**config.mk**
```make
export PLATFORM = sky130hd
export DESIGN_NAME = board_io_frontend
export DESIGN_NICKNAME = d
export VERILOG_FILES = /design/src/rtl/board_io_frontend.sv
export SDC_FILE = /design/constraint.sdc
export NUM_CORES = 1
export LEC_CHECK = 0
export BUFFER_PORTS_ARGS = -buffer_cell sky130_fd_sc_hd__buf_2
export CAP_MARGIN = 20
export CORE_ASPECT_RATIO = 1.4
export CORE_MARGIN = 4
export CORE_UTILIZATION = 30
export CTS_CLUSTER_SIZE = 24
export DETAILED_ROUTE_END_ITERATION = 8
export GPL_TIMING_DRIVEN = 0
export REMOVE_ABC_BUFFERS = 1
export SKIP_LAST_GASP = 1
export SLEW_MARGIN = 20
export SYNTH_ARGS = -nofsm -noshare
export SYNTH_HDL_FRONTEND = slang
export SYNTH_SLANG_ARGS = --single-unit
```
**constraint.sdc**
```tcl
create_clock -name CLK -period 2.3 [get_ports CLK]
set_input_delay 0.46 -clock CLK [delete_from_list [all_inputs] [get_ports CLK]]
set_output_delay 0.46 -clock CLK [all_outputs]
set_load 0.02 [all_outputs]
```
**src/rtl/board_io_frontend.sv**
```systemverilog
// ============================================================================
// board_io_frontend : button/switch synchronise + debounce, 7-seg scan driver
// Revision 1.0
// ============================================================================
`default_nettype none

module board_io_frontend #(
  parameter int NUM_BTNS        = 2,
  parameter int NUM_SW          = 8,
  parameter int DEBOUNCE_CYCLES = 16,
  parameter int NUM_DIGITS      = 4,
  parameter int REFRESH_CYCLES  = 8
) (
  input  logic                    CLK,
  input  logic                    RST,
  input  logic [NUM_BTNS-1:0]     BTN_RAW,
  input  logic [NUM_SW-1:0]       SW_RAW,
  input  logic [4*NUM_DIGITS-1:0] DISP_VALUE,
  input  logic [NUM_DIGITS-1:0]   DISP_DP,
  input  logic                    DISP_LZB,
  output logic [NUM_BTNS-1:0]     BTN_LEVEL,
  output logic [NUM_BTNS-1:0]     BTN_PRESS,
  output logic [NUM_SW-1:0]       SW_SYNC,
  output logic [7:0]              CATHODES,
  output logic [NUM_DIGITS-1:0]   ANODES
);

  localparam int DW = $clog2(DEBOUNCE_CYCLES + 1);
  localparam int IW = (NUM_DIGITS > 1) ? $clog2(NUM_DIGITS) : 1;
  localparam int RW = (REFRESH_CYCLES > 1) ? $clog2(REFRESH_CYCLES) : 1;
  localparam logic [DW-1:0] DB_LAST  = DW'(DEBOUNCE_CYCLES - 1);
  localparam logic [IW-1:0] IDX_LAST = IW'(NUM_DIGITS - 1);
  localparam logic [RW-1:0] REF_LAST = RW'(REFRESH_CYCLES - 1);

  logic [NUM_BTNS-1:0] btn_s1_q, btn_s2_q;
  logic [NUM_SW-1:0]   sw_s1_q, sw_s2_q;
  logic [NUM_BTNS-1:0] stable_q, stable_d, stable_dly_q, press_q;
  logic [DW-1:0]       db_cnt_q [NUM_BTNS];
  logic [DW-1:0]       db_cnt_d [NUM_BTNS];

  logic [RW-1:0]           rcnt_q, rcnt_d;
  logic [IW-1:0]           idx_q, idx_d;
  logic                    first_q, shadow_load;
  logic [4*NUM_DIGITS-1:0] val_sh_q, cur_val;
  logic [NUM_DIGITS-1:0]   dp_sh_q, cur_dp;
  logic                    lzb_sh_q, cur_lzb;
  logic [NUM_DIGITS-1:0]   an_q, an_d;
  logic [7:0]              cat_q, cat_d;
  logic                    nz, blank;
  logic [3:0]              cur_nib;

  function automatic logic [6:0] hex7(input logic [3:0] h);
    case (h)
      4'h0: hex7 = 7'b1000000;  4'h1: hex7 = 7'b1111001;
      4'h2: hex7 = 7'b0100100;  4'h3: hex7 = 7'b0110000;
      4'h4: hex7 = 7'b0011001;  4'h5: hex7 = 7'b0010010;
      4'h6: hex7 = 7'b0000010;  4'h7: hex7 = 7'b1111000;
      4'h8: hex7 = 7'b0000000;  4'h9: hex7 = 7'b0010000;
      4'hA: hex7 = 7'b0001000;  4'hB: hex7 = 7'b0000011;
      4'hC: hex7 = 7'b1000110;  4'hD: hex7 = 7'b0100001;
      4'hE: hex7 = 7'b0000110;  default: hex7 = 7'b0001110;
    endcase
  endfunction

  // Counter advances only while the synchronised input disagrees with stable
  always_comb begin
    stable_d = stable_q;
    for (int i = 0; i < NUM_BTNS; i++) begin
      db_cnt_d[i] = '0;
      if (btn_s2_q[i] != stable_q[i]) begin
        if (db_cnt_q[i] == DB_LAST) stable_d[i] = ~stable_q[i];
        else                        db_cnt_d[i] = db_cnt_q[i] + 1'b1;
      end
    end
  end

  always_ff @(posedge CLK or posedge RST) begin
    if (RST) begin
      btn_s1_q     <= '0;
      btn_s2_q     <= '0;
      sw_s1_q      <= '0;
      sw_s2_q      <= '0;
      stable_q     <= '0;
      stable_dly_q <= '0;
      press_q      <= '0;
      for (int i = 0; i < NUM_BTNS; i++) db_cnt_q[i] <= '0;
    end else begin
      btn_s1_q     <= BTN_RAW;
      btn_s2_q     <= btn_s1_q;
      sw_s1_q      <= SW_RAW;
      sw_s2_q      <= sw_s1_q;
      stable_q     <= stable_d;
      stable_dly_q <= stable_q;
      press_q      <= stable_q & ~stable_dly_q;
      for (int i = 0; i < NUM_BTNS; i++) db_cnt_q[i] <= db_cnt_d[i];
    end
  end

  // Scan state register; first_q forces the shadow load on the first edge
  always_ff @(posedge CLK or posedge RST) begin
    if (RST) begin
      rcnt_q   <= '0;
      idx_q    <= '0;
      first_q  <= 1'b1;
      val_sh_q <= '0;
      dp_sh_q  <= '0;
      lzb_sh_q <= 1'b0;
      an_q     <= '1;
      cat_q    <= 8'hFF;
    end else begin
      rcnt_q  <= rcnt_d;
      idx_q   <= idx_d;
      first_q <= 1'b0;
      an_q    <= an_d;
      cat_q   <= cat_d;
      if (shadow_load) begin
        val_sh_q <= DISP_VALUE;
        dp_sh_q  <= DISP_DP;
        lzb_sh_q <= DISP_LZB;
      end
    end
  end

  always_comb begin
    rcnt_d      = rcnt_q + 1'b1;
    idx_d       = idx_q;
    shadow_load = first_q;
    if (rcnt_q == REF_LAST) begin
      rcnt_d = '0;
      if (idx_q == IDX_LAST) begin
        idx_d       = '0;
        shadow_load = 1'b1;
      end else begin
        idx_d = idx_q + 1'b1;
      end
    end
  end

  // On the first edge the shadow is still empty, so use the live inputs
  always_comb begin
    cur_val = first_q ? DISP_VALUE : val_sh_q;
    cur_dp  = first_q ? DISP_DP    : dp_sh_q;
    cur_lzb = first_q ? DISP_LZB   : lzb_sh_q;
    cur_nib = cur_val[int'(idx_q)*4 +: 4];
    nz      = 1'b0;
    for (int j = 0; j < NUM_DIGITS; j++) begin
      if (j >= int'(idx_q) && cur_val[j*4 +: 4] != 4'h0) nz = 1'b1;
    end
    blank = cur_lzb && (idx_q != '0) && !nz;
    an_d  = '1;
    cat_d = 8'hFF;
    if (!blank) begin
      an_d[idx_q] = 1'b0;
      cat_d       = {~cur_dp[idx_q], hex7(cur_nib)};
    end
  end

  assign BTN_LEVEL = stable_q;
  assign BTN_PRESS = press_q;
  assign SW_SYNC   = sw_s2_q;
  assign CATHODES  = cat_q;
  assign ANODES    = an_q;

endmodule

`default_nettype wire

```
==> summary.md <==
| Metric | Value |
|---|---|
| DRC errors left | `0` |
| Psw | `roughly 0.77 mW` |
| CORE AREA | `between 10000 and 15000 um2` |
| Synth Warn # | `0` |
| Final net count | `352` |
| Int Pwr | `between 2 and 3 mW` |
| Gr usage total | `0.104` |
| Skew-Pair Late Insertion Delay | `0.32 ns` |
| CP arrival | `2.48 ns` |
| Worst-path maximum fanout | `7` |
| Clk buf depth | `2` |
| Static Leak | `1.95 nW` |
| Drt via density | `4.45` |
| Vias in the first global route | `between 2k and 2.5k` |
| Maximum VDD drop | `0.000353 V` |
| CP Launch Type | `flop` |
| CTS Buf Count | `9` |
| DPL Wire Length | `4.20 mm` |
| Final Hold Fails | `0` |
| Minimum clock period after layout | `roughly 2.2 ns` |
| Adder-Cell Fraction of Synth Area | `0.0577` |
| Combinational share of power | `0.122` |
| Fmax | `0.447 GHz` |
| Initial antenna violation count | `0` |
| I/O Buffers | `56` |
| Hold Crit Class | `input port to asynchronous set/reset pin` |
| First-pass GRT wire length | `10.1 mm` |
| I/O pins | `between 50 and 60` |
| Root Driver | `clkbuf_16` |
| R2R setup slack | `roughly 0.062 ns` |
| Register area share after synthesis | `0.582` |
| Met2 WL | `between 3 and 4 mm` |
| Row cnt | `44` |
| Final setup vio count | `0` |
| Yosys reg bits | `75` |
| Final Cell Area | `around 4200 um2` |
| Synth Area in XOR/XNOR | `0.0188` |
| Switching part of the total power | `0.226` |
| Die width | `96.0 um` |
| Ys async rst share | `1.00` |
| Average wire per standard cell | `14.0 um` |
| Synthesized instance count | `230` |
| Setup CP Type | `flop to flop` |
| Mux cell area share after synthesis | `0.191` |
| Distinct cells, synth | `36` |
| Via total after detailed routing | `1991` |
| Complex-gate fraction of the synthesized area | `0.0431` |
| Outcome | `finished clean` |
| Initial core utilization | `0.309` |
| Placed inst area | `3680 um2` |
| Placer Congestion | `0.733` |
| FF-to-FF path depth | `8` |
| Worst EP required | `roughly 2.6 ns` |
| WL met1 | `2.77 mm` |
| Syn-to-layout area delta | `28.9%` |
| Worst-path clk slew | `approximately 0.060 ns` |
| Slew Viols, Final | `0` |
| Largest net degree at the start of global routing | `50` |
| Met3 Wirelength | `335 um` |
| DP Cell Count | `416` |
| Routed WL | `6.25 mm` |
| Final Non-Filler Cells | `447` |
| Clock sinks | `75` |
| Final period utilization | `0.973` |
| Main combinational cell family by area after synthesis | `multiplexers` |
| Number of max-cap violations | `0` |
| Pre-antenna DRT Iters | `3` |
| Max layer used | `met4` |
| H-tree levels | `3` |
| Crit Reg-Reg Startpoint | `first_q` |
| Clock power frac | `0.448` |
| Top FF cell, synth | `dfrtp_1` |
| GRT overflow | `0` |
| Least-Margin Pin Slew | `approximately 0.71 ns` |
| Skew final | `approximately 0.0064 ns` |
| Power per Cell Area | `813 nW/um2` |
| TritonCTS clock tree | `done` |
| Post-DRT Antenna Nets | `0` |
| Die Span Y | `131 um` |
| Max-Slew Margin vs Limit | `0.525` |
| Crit. End Element | `flop` |
| R2R Path End | `CATHODES[2]` |
| Post-synthesis cell area | `approximately 3300 um2` |
| Diode count | `0` |
| Setup crit start | `first_q` |
| Post-synth EDFFs | `0` |
| Synth Area per Inst | `14.1 um2` |
| Simple-Gate Fraction of Synth Area | `0.0746` |
| Die area | `12600 um2` |
| Layout cells sized above 1 | `0.482` |
| First DRT Iteration DRCs | `20` |
| Reg power frac | `0.430` |
| Unrepaired setup endpoints after global routing | `true` |
[per-layer routing]
metal  GRT usage  vias up
li1            -      956
met1       0.131      981
met2       0.158       45
met3      0.0349        9
met4      0.0467        0
met5           0        -
[sequential cells by signal, summed over array words and instances, names as in the netlist, 3 cells and up]
signal    flops
SW_SYNC       8
CATHODES      8
db_cnt_q     10
dp_sh_q       4
rcnt_q        3
val_sh_q     16
sw_s1_q       8
ANODES        4
[cell usage after synthesis (4+ instances only)]
master	number	area, um2
nand3_1	6	30.0
nor2b_1	4	25.0
xor2_1	7	61.3
ha_1	15	188
nand2_1	14	52.6
buf_6	4	45.0
o21ai_0	5	25.0
mux2i_1	4	40.0
nor2_1	12	45.0
buf_2	5	25.0
mux4_2	8	180
inv_1	8	30.0
a21oi_1	4	20.0
dfstp_2	13	342
dfrtp_1	62	1550
mux2_2	27	304
[final cells by class]
type	instances	area, um2
flip-flops and latches	75	1900
multi-input cells	137	1310
repair buffers	72	439
clock buffers	12	256
clock inverters	4	72.6
inverters	9	43.8
well taps	138	173
fillers	992	6320
[layout by cell type (no fill, tap or decap), types with 6 or more instances in the layout]
master,netlist,final
dfrtp_1,62,62
buf_2,5,56
mux2_2,27,25
nand2_1,14,14
ha_1,15,13
dfstp_2,13,12
nor2_1,12,12
mux4_2,8,10
buf_4,0,10
clkbuf_16,0,9
xor2_1,7,7
nand3_1,6,6
[worst max-delay path by stage]
stage | to | depth (start not counted)
after floorplan | CATHODES[3] | 6
after global placement | val_sh_q[3] | 2
after detailed placement | CATHODES[1] | 4
after CTS | CATHODES[5] | 7
after global routing | CATHODES[2] | 8
final | CATHODES[2] | 8
[timing repair]
item	4_1_cts	5_1_grt
setup endpoints to repair	11	10
hold buffers	0	0
pin swaps	1	1
buffers inserted	11	4
cloned	0	0
resized for setup	12	10
[cells by family (layout without fill, tap and decap cells)]
group / after synthesis / after routing
XOR/XNOR: 7 / 7
other: 1 / 1
multiplexers: 43 / 43
flip-flops: 75 / 75
buffers and inverters: 18 / 97
AO/OA/AOI/OAI: 21 / 21
AND/OR/NAND/NOR: 50 / 50
adder cells (fa/ha/maj): 15 / 15
[critical path, cell delays in order (launching register included)]
cell and delay [ns]:
dfstp_4 0.68, buf_6 0.15, buf_6 0.10, mux4_2 0.53, mux2i_4 0.28, buf_6 0.16
nor3_1 0.05, a31oi_1 0.14, nand2_1 0.07
[power by group through the flow]
stage / clock network [mW] / registers (mW) / logic, mW
after CTS: 1.57 / 1.47 / 0.401
final: 1.53 / 1.47 / 0.417
after global routing: 1.63 / 1.48 / 0.464
after floorplan: 0 / 1.53 / 0.208
after global placement: 0 / 1.49 / 0.352
after detailed placement: 0 / 1.50 / 0.365
[per-stage QoR]
| step | hold WS, ns | TNS, ns | util | total power [mW] | setup WS (ns) |
|---|---|---|---|---|---|
| after floorplan | 0.331 | -5.33 | - | 1.74 | -0.167 |
| after detailed placement | 0.335 | -5.90 | 0.350 | 1.86 | -0.580 |
| after CTS | 0.117 | -0.00925 | 0.391 | 3.44 | -0.00925 |
| after global placement | 0.332 | -84.09 | 0.346 | 1.84 | -0.957 |
| after global routing | 0.140 | -0.0888 | 0.399 | 3.57 | -0.0401 |
| final | 0.116 | 0 | 0.399 | 3.41 | 0.0625 |
No activity file was read; power rests on OpenSTA's default activity.
